## config.mk

```make
export PLATFORM = sky130hd
export DESIGN_NAME = piso_serializer_ctrl_flat
export DESIGN_NICKNAME = d
export VERILOG_FILES = /design/src/rtl/piso_serializer_ctrl_pkg.sv /design/src/rtl/piso_serializer_ctrl_if.sv /design/src/rtl/piso_serializer_ctrl_shift_reg.sv /design/src/rtl/piso_serializer_ctrl.sv /design/src/flat_wrapper.sv
export SDC_FILE = /design/constraint.sdc
export NUM_CORES = 1
export LEC_CHECK = 0
export CAP_MARGIN = 40
export CORE_AREA = 5 5 42 44
export DETAILED_ROUTE_END_ITERATION = 10
export DIE_AREA = 0 0 47 49
export GPL_TIMING_DRIVEN = 1
export PLACE_DENSITY = 0.65
export SLEW_MARGIN = 20
export SYNTH_ARGS = -nofsm -noshare
export SYNTH_HDL_FRONTEND = slang
export SYNTH_SLANG_ARGS = --single-unit
```

## constraint.sdc

```tcl
create_clock -name clk -period 1.2 [get_ports clk]
set_input_delay 0.18 -clock clk [delete_from_list [all_inputs] [get_ports clk]]
set_output_delay 0.18 -clock clk [all_outputs]
set_load 0.02 [all_outputs]
```

## src/rtl/piso_serializer_ctrl_pkg.sv

```systemverilog
// ---------------------------------------------------------------------------
// piso_pkg
//   Shared types and constants for the PISO serializer controller.
//   - state_e       : controller FSM state encoding (IDLE / SHIFT / GAP)
//   - DEFAULT_WIDTH : default frame width in bits
// ---------------------------------------------------------------------------
package piso_pkg;

  typedef enum logic [1:0] {
    IDLE  = 2'd0,
    SHIFT = 2'd1,
    GAP   = 2'd2
  } state_e;

  localparam int DEFAULT_WIDTH = 4;

endpackage

```

## src/rtl/piso_serializer_ctrl_if.sv

```systemverilog
// ---------------------------------------------------------------------------
// piso_serializer_ctrl_if
//   Bundles the word-side handshake and the serial-side handshake of the
//   serializer controller.
//   Word side   : in_data, in_valid (producer -> ctrl), in_ready (ctrl -> producer)
//   Serial side : ser_out, ser_valid, ser_first, ser_last (ctrl -> consumer),
//                 ser_ready (consumer -> ctrl)
//   Status      : busy (frame in flight or inter-frame gap active)
//   Modports    : slave  = controller view, master = producer/consumer view
// ---------------------------------------------------------------------------
interface piso_serializer_ctrl_if
  import piso_pkg::*;
#(
  parameter int WIDTH = DEFAULT_WIDTH
);

  logic [WIDTH-1:0] in_data;
  logic             in_valid;
  logic             in_ready;
  logic             ser_out;
  logic             ser_valid;
  logic             ser_ready;
  logic             ser_first;
  logic             ser_last;
  logic             busy;

  modport slave (
    input  in_data, in_valid, ser_ready,
    output in_ready, ser_out, ser_valid, ser_first, ser_last, busy
  );

  modport master (
    output in_data, in_valid, ser_ready,
    input  in_ready, ser_out, ser_valid, ser_first, ser_last, busy
  );

endinterface

```

## src/rtl/piso_serializer_ctrl_shift_reg.sv

```systemverilog
// ---------------------------------------------------------------------------
// piso_shift_reg
//   Parallel-load / shift register feeding the serial output.
//   clk      : rising-edge clock
//   rst_n    : asynchronous active-low reset (clears contents)
//   en_i     : register updates this edge when 1, holds otherwise
//   sl_bar_i : 0 = load par_i, 1 = shift one position toward the output end
//   par_i    : parallel word to load
//   ser_o    : bit currently at the output end
// ---------------------------------------------------------------------------
module piso_shift_reg #(
  parameter int WIDTH     = 4,
  parameter int MSB_FIRST = 1
) (
  input  logic             clk,
  input  logic             rst_n,
  input  logic             en_i,
  input  logic             sl_bar_i,
  input  logic [WIDTH-1:0] par_i,
  output logic             ser_o
);

  logic [WIDTH-1:0] data_q;
  logic [WIDTH-1:0] shifted;

  // The output end is the MSB or LSB; the shift moves the next bit toward it
  // and back-fills zeros.
  generate
    if (MSB_FIRST != 0) begin : g_msb
      assign shifted = {data_q[WIDTH-2:0], 1'b0};
      assign ser_o   = data_q[WIDTH-1];
    end else begin : g_lsb
      assign shifted = {1'b0, data_q[WIDTH-1:1]};
      assign ser_o   = data_q[0];
    end
  endgenerate

  always_ff @(posedge clk or negedge rst_n) begin
    if (!rst_n) begin
      data_q <= '0;
    end else if (en_i) begin
      data_q <= sl_bar_i ? shifted : par_i;
    end
  end

endmodule

```

## src/rtl/piso_serializer_ctrl.sv

```systemverilog
// ---------------------------------------------------------------------------
// piso_serializer_ctrl
//   Sequencer for a PISO shift register: accepts parallel words on a
//   valid/ready handshake and emits them one bit per serial beat with
//   first/last framing, stall support and an optional inter-frame gap.
//   clk   : rising-edge clock
//   rst_n : asynchronous active-low reset
//   bus   : piso_serializer_ctrl_if.slave (in_data/in_valid/in_ready,
//           ser_out/ser_valid/ser_ready/ser_first/ser_last, busy)
// ---------------------------------------------------------------------------
module piso_serializer_ctrl
  import piso_pkg::*;
#(
  parameter int WIDTH      = DEFAULT_WIDTH,
  parameter int MSB_FIRST  = 1,
  parameter int GAP_CYCLES = 0
) (
  input logic                   clk,
  input logic                   rst_n,
  piso_serializer_ctrl_if.slave bus
);

  localparam int CW = $clog2(WIDTH);
  localparam int GW = (GAP_CYCLES > 1) ? $clog2(GAP_CYCLES) : 1;
  localparam logic [CW-1:0] LAST_CNT = CW'(WIDTH - 1);
  localparam logic [GW-1:0] GAP_LAST = GW'((GAP_CYCLES > 0) ? GAP_CYCLES - 1 : 0);

  state_e          state_q, state_d;
  logic [CW-1:0]   bit_cnt_q, bit_cnt_d;
  logic [GW-1:0]   gap_cnt_q, gap_cnt_d;
  logic            ready_en_q;   // holds in_ready low while in reset
  logic            in_ready;
  logic            ser_valid;
  logic            busy;
  logic            sr_en;
  logic            sr_sl_bar;
  logic            sr_bit;
  logic            at_last;

  assign at_last = (bit_cnt_q == LAST_CNT);

  always_comb begin
    state_d   = state_q;
    bit_cnt_d = bit_cnt_q;
    gap_cnt_d = gap_cnt_q;
    in_ready  = 1'b0;
    ser_valid = 1'b0;
    busy      = 1'b0;
    sr_en     = 1'b0;
    sr_sl_bar = 1'b1;
    case (state_q)
      IDLE: begin
        in_ready = ready_en_q;
        if (bus.in_valid && ready_en_q) begin
          sr_en     = 1'b1;
          sr_sl_bar = 1'b0;
          bit_cnt_d = '0;
          state_d   = SHIFT;
        end
      end
      SHIFT: begin
        ser_valid = 1'b1;
        busy      = 1'b1;
        // Next word may be taken on the last-bit beat itself so frames run
        // back to back; a configured gap always forces a return through IDLE.
        in_ready  = (GAP_CYCLES == 0) && bus.ser_ready && at_last;
        if (bus.ser_ready) begin
          if (at_last) begin
            bit_cnt_d = '0;
            if (GAP_CYCLES > 0) begin
              gap_cnt_d = '0;
              state_d   = GAP;
            end else if (bus.in_valid) begin
              sr_en     = 1'b1;
              sr_sl_bar = 1'b0;
            end else begin
              state_d = IDLE;
            end
          end else begin
            sr_en     = 1'b1;
            bit_cnt_d = bit_cnt_q + 1'b1;
          end
        end
      end
      GAP: begin
        busy      = 1'b1;
        gap_cnt_d = gap_cnt_q + 1'b1;
        if (gap_cnt_q == GAP_LAST) begin
          state_d = IDLE;
        end
      end
      default: begin
        state_d = IDLE;
      end
    endcase
  end

  always_ff @(posedge clk or negedge rst_n) begin
    if (!rst_n) begin
      state_q    <= IDLE;
      bit_cnt_q  <= '0;
      gap_cnt_q  <= '0;
      ready_en_q <= 1'b0;
    end else begin
      state_q    <= state_d;
      bit_cnt_q  <= bit_cnt_d;
      gap_cnt_q  <= gap_cnt_d;
      ready_en_q <= 1'b1;
    end
  end

  piso_shift_reg #(
    .WIDTH     (WIDTH),
    .MSB_FIRST (MSB_FIRST)
  ) u_shift_reg (
    .clk      (clk),
    .rst_n    (rst_n),
    .en_i     (sr_en),
    .sl_bar_i (sr_sl_bar),
    .par_i    (bus.in_data),
    .ser_o    (sr_bit)
  );

  assign bus.in_ready  = in_ready;
  assign bus.ser_valid = ser_valid;
  assign bus.busy      = busy;
  assign bus.ser_out   = ser_valid & sr_bit;
  assign bus.ser_first = ser_valid && (bit_cnt_q == '0);
  assign bus.ser_last  = ser_valid && at_last;

endmodule

```

## src/flat_wrapper.sv

```systemverilog
// flat-port wrapper written by rule: the top's interface ports become plain ports
module piso_serializer_ctrl_flat import piso_pkg::*;
#(
  parameter int WIDTH      = DEFAULT_WIDTH,
  parameter int MSB_FIRST  = 1,
  parameter int GAP_CYCLES = 0
)
  (clk, rst_n, bus_in_data, bus_in_valid, bus_ser_ready, bus_in_ready, bus_ser_out, bus_ser_valid, bus_ser_first, bus_ser_last, bus_busy);
  piso_serializer_ctrl_if #(.WIDTH(WIDTH)) bus_i ();
  input logic clk;
  input logic rst_n;
  input wire logic [$bits(bus_i.in_data)-1:0] bus_in_data;
  input wire logic [$bits(bus_i.in_valid)-1:0] bus_in_valid;
  input wire logic [$bits(bus_i.ser_ready)-1:0] bus_ser_ready;
  output wire logic [$bits(bus_i.in_ready)-1:0] bus_in_ready;
  output wire logic [$bits(bus_i.ser_out)-1:0] bus_ser_out;
  output wire logic [$bits(bus_i.ser_valid)-1:0] bus_ser_valid;
  output wire logic [$bits(bus_i.ser_first)-1:0] bus_ser_first;
  output wire logic [$bits(bus_i.ser_last)-1:0] bus_ser_last;
  output wire logic [$bits(bus_i.busy)-1:0] bus_busy;
  assign bus_i.in_data = bus_in_data;
  assign bus_i.in_valid = bus_in_valid;
  assign bus_i.ser_ready = bus_ser_ready;
  assign bus_in_ready = bus_i.in_ready;
  assign bus_ser_out = bus_i.ser_out;
  assign bus_ser_valid = bus_i.ser_valid;
  assign bus_ser_first = bus_i.ser_first;
  assign bus_ser_last = bus_i.ser_last;
  assign bus_busy = bus_i.busy;
  piso_serializer_ctrl #(.WIDTH(WIDTH), .MSB_FIRST(MSB_FIRST), .GAP_CYCLES(GAP_CYCLES)) u_core (.clk(clk), .rst_n(rst_n), .bus(bus_i));
endmodule
```

# Word-level counts from Yosys, hierarchy flattened
# Index checks and enable logic that the tools add are counted.
# totals
ff_bits,10
in_bits,8
output_inout_bits,6
elab_cells,50
# classes
addsub,2
n_eq_ne,8
mux,24
bitwise,1
reduce_logical,10
# ops
cell,n
2-to-1 mux 2 bit,8
2-to-1 mux 1 bit,10
!= test 2 bit (second input constant),3
one-hot mux 1 bit (2 select lines),3
one-hot mux 2 bit (3 select lines),1
AND reduction 5 bit,1
equality test 2 bit (second input constant),2
logical AND 1 bit,4
logical NOT 2 bit,2
2-to-1 mux 4 bit,1
!= test 2 x 1 -> 1 bit (second input constant),2
one-hot mux 2 bit (2 select lines),1
AND reduction 3 bit,1
adder 2 x 1 -> 2 bit (second input constant),1
equality test 2 x 1 -> 1 bit (second input constant),1
nonzero test 2 bit,1
OR reduction 2 bit,1
adder 1 bit (second input constant),1
bitwise AND 1 bit,1

# Longest topological paths before layout
# logic_depth
depth_word,5
ltp_mapped,5
ltp_nobuf,4

# Modules after synthesis
# Synthesis repeated with hierarchy kept, for this count alone.
# unflattened
cells_unflattened,47
area_unflattened_um2,471.7
# by_module_without_submodules
module,n_inst,cells_per_inst,area_each_um2,seq_area_each_um2
piso_serializer_ctrl,1,30,294.0,100.1
piso_shift_reg,1,17,177.7,100.1

# Worst setup path before layout
# OpenSTA, ideal clock, no wires.
# synth_timing
kind,register -> output
startpoint,reg u_core.state_q[0]
endpoint,out bus_in_ready
arrival_ps,1160
t_required_ps,1020
setup_slack_ps,-140
stages_incl_launch_ff,6
n_path_buf,2
path_cell_list,dfrtp_1 buf_6 and2_4 buf_6 nand2_1 o21ai_0
# synth_via
elab_chain_cells,2
elab_cells_between_ends,3
cone_classes,1 x eq/ne; 1 x mux; 1 x reduce/logical
# synth_lines
item,line,rtl
from (decl),piso_serializer_ctrl.sv:28,"state_e state_q, state_d;"
from (signal assigned),piso_serializer_ctrl.sv:105,state_q <= state_d;
equality test 2 x 1 -> 1 bit or logical NOT 2 bit (tied branches),piso_serializer_ctrl.sv:51,case (state_q)
one-hot mux 1 bit (2 select lines) *,piso_serializer_ctrl.sv:51,
to (decl),flat_wrapper.sv:15,output wire logic [$bits(bus_i.in_ready)-1:0] bus_in_ready;
# Every way passes the cells marked *; elsewhere a longest branch is shown, timed or not.

# Final worst setup path
# layout_timing
startpoint,reg u_core.bit_cnt_q[1]
endpoint,out bus_in_ready
# layout_via
elab_chain_cells,3
# layout_lines
item,line,rtl
from (decl),piso_serializer_ctrl.sv:29,"logic [CW-1:0] bit_cnt_q, bit_cnt_d;"
from (signal assigned),piso_serializer_ctrl.sv:106,bit_cnt_q <= bit_cnt_d;
equality test 2 bit,piso_serializer_ctrl.sv:40,assign at_last = (bit_cnt_q == LAST_CNT);
logical AND 1 bit,piso_serializer_ctrl.sv:66,in_ready = (GAP_CYCLES == 0) && bus.ser_ready && at_last;
one-hot mux 1 bit (2 select lines),piso_serializer_ctrl.sv:51,
# Every way passes these cells.

==> impl_results.md <==
* Clock share of power at 0.131
* Final WL at 1.20 mm
* Setup-failing EPs final at 11
* Worst setup EP type: primary output
* Antenna cells at 0
* Clock Path Buffers at 2
* CP required at 1.02 ns
* Die X-Extent at 47 um
* First-pass GRT wire length at 2.04 mm
* Initial Util at 0.354
* CP Cell Sequence: ha_2 -> nand2_1 -> o21ai_2 -> buf_6
* Syn-to-layout area delta at 60.9%
* Syn Std Cell Area at 495 sq um
* Crit path kind: reg2out
* Post-synth cell types at 24
* Register bit total from synthesis at 8
* Crit path arrival time at 1.12 ns
* Core Rows at 14
* Total I/O pin count at 14
* Sequential Area at 201 sq um
* H-tree lvl count at 1
* Cell Int Power at 1.15 mW
* WL per Instance at 12.4 um
* Largest incremental delay on the critical path at 0.40 ns
* PnR Total Power at 1.81 mW
* Combinational power share at 0.613
* Max rail drop VDD at 1.31 mV
* Final TNS setup at -0.838 ns
* Worst path top cell family by delay: flip-flops
* Core ar. at 1400 sq um
* Clock tree root buffer cell: clkbuf_4
* Startpoint types: flop
* Min-delay worst type: in2async
* Remaining DRCs at 0
* Status: complete, but fails checks
* Multi-input gate area at 288 sq um
* Nets at 93
* Largest net degree at the start of global routing at 9
* CTS buffer count at 3
* Synth warn at 0
* Failing checks: negative setup slack
* Slew Viols, Final at 0
* Drt via density at 5.04
* DP HPWL at 849 um
* Reg clk slew, reported paths at 0.06 ns
* Post-route ant nets at 0
* Vias in the first global route at 470
* Post-Syn Nets at 65
* CTS tree: yes
* Sequential fraction of design power at 0.255
* Synth top area share at 0.404
* Layout cells sized above 1 at 0.432
* Fillers at 139
* Initial antenna violation count at 0
* CP max stage cell: dfrtp_1
* Synth Instances at 54
* Synth area leader: dfrtp_1
* Fin crit share at 1.09
* Routed via count at 489
* Sw Ratio at 0.367
* Die Ht at 49 um
* Avg Cell Area, Syn at 9.18 sq um
* Post-synthesis sequential area ratio at 0.404
* Final RePlAce weighted congestion at 0.674
* Most common cell after layout, fill and taps aside: buf_4
* Port-buffer cells at 13
* Worst setup margin at -0.104 ns
* GRT Util Overall at 0.125
* First drt pass iteration count at 3
* Switching pwr at 666 uW
* Clk sink count at 8
* Cell Pwr Density at 2270 nW/um^2
* Grt ovf at 0
* Final min period at 1.30 ns
* Worst-path maximum fanout at 3
* Worst-Skew Late Latency at 0.27 ns
* RSZ-0062 raised after global routing: true
* Crit path buffers/inverters at 1
* Initial drt markers at 7
* Die Area at 2300 sq um
* Max frequency at 767 MHz
* Leakage power at 0.374 nW
* Hold_buf cts at 0
* Final hold violations at 0
* Max Cap Viol at 0
* Most frequent cells in the layout: 10 x buf_4, 9 x buf_6, 7 x clkdlybuf4s50_1, 7 x dfrtp_1
* Worst Skew at 0.00494 ns
* Synth top area cells: dfrtp_1 40%, ha_1 7.6%, o21ai_0 5.1%
[power by group through the flow]
stage / sequential [mW] / clock (mW) / combinational, mW
global route: 0.475 / 0.263 / 1.21
CTS: 0.462 / 0.246 / 1.05
finish: 0.463 / 0.238 / 1.11
detailed placement: 0.468 / 0 / 0.887
global placement: 0.465 / 0 / 0.876
floorplan: 0.472 / 0 / 0.526
[worst paths after layout]
check	from	slack, ns	cells past startpoint	to
worst max-delay path	u_core.bit_cnt_q[1]	-0.10	4	bus_in_ready
worst min-delay path	rst_n	0.19	1	u_core.ready_en_q
worst max register to register	u_core.state_q[0]	-0.08	4	u_core.u_shift_reg.data_q[2]
worst min register to register	u_core.u_shift_reg.data_q[0]	0.54	2	u_core.u_shift_reg.data_q[0]
max in group asynchronous	rst_n	0.72	1	u_core.state_q[0]
min in group clk	bus_in_data[0]	0.51	3	u_core.u_shift_reg.data_q[0]
[registers in the layout, indices dropped and copies added, names as in the netlist]
register and count:
u_core.state_q 1, u_core.bit_cnt_q 2, u_core.u_shift_reg.data_q 4, u_core.ready_en_q 1
[synth_stat cells]
cell,instances
buf_6,2
and2_4,1
o21ai_0,5
a31oi_1,3
buf_4,1
a21oi_1,1
nand2b_1,1
a21o_1,1
nand3b_1,1
o21ai_1,1
nand2_1,2
inv_1,4
ha_1,3
a22o_1,2
a211oi_1,3
and2_1,3
and3b_1,1
nand4_1,1
buf_2,1
and4_1,1
nand3_1,3
conb_1,1
nor2_1,4
dfrtp_1,8
[routing by layer]
| metal | routed length, um | global-route usage |
|---|---|---|
| met1 | 518 | 0.158 |
| met2 | 584 | 0.179 |
| met3 | 60 | 0.0332 |
| met4 | 38 | 0.0829 |
| met5 | 0 | 0 |
[cell families after synthesis]
logic type      synth area share
compound gates             0.205
fa+ha+maj                 0.0758
buf+inv                    0.101
flops                      0.404
other cells              0.00757
simple gates               0.207
[per-stage QoR]
step / setup WS [ns] / util / hold slack [ns] / instance area, sq um / cells
after CTS: -0.113 / 0.552 / 0.198 / 773 / 96
after detailed placement: -0.503 / 0.493 / 0.493 / 691 / 89
after floorplan: -0.0488 / - / -0.116 / 500 / 54
after global routing: -0.159 / 0.569 / 0.215 / 797 / 97
final: -0.104 / 0.569 / 0.193 / 797 / 97
after global placement: -0.487 / 0.493 / 0.490 / 691 / 89
[final cells by class]
type / count / area share
multi-input combinational: 39 / 0.361
timing repair buffer: 26 / 0.309
sequential: 8 / 0.253
clock buffer: 4 / 0.0330
tap: 16 / 0.0251
inverter: 4 / 0.0188
[worst register-to-register path, cell delays in order (launching register included)]
cell and delay, ns:
dfrtp_2 0.44, buf_6 0.14, and3b_2 0.30, a21o_1 0.17, a31oi_1 0.10
[timing repair]
| item | 4_1_cts | 5_1_grt |
|---|---|---|
| setup endpoints to repair | 12 | 12 |
| setup buffers | 2 | 1 |
| gates cloned | 1 | 0 |
| pin swaps | 11 | 2 |
| resized for setup | 47 | 6 |
Power figures use the tool's default switching activity.
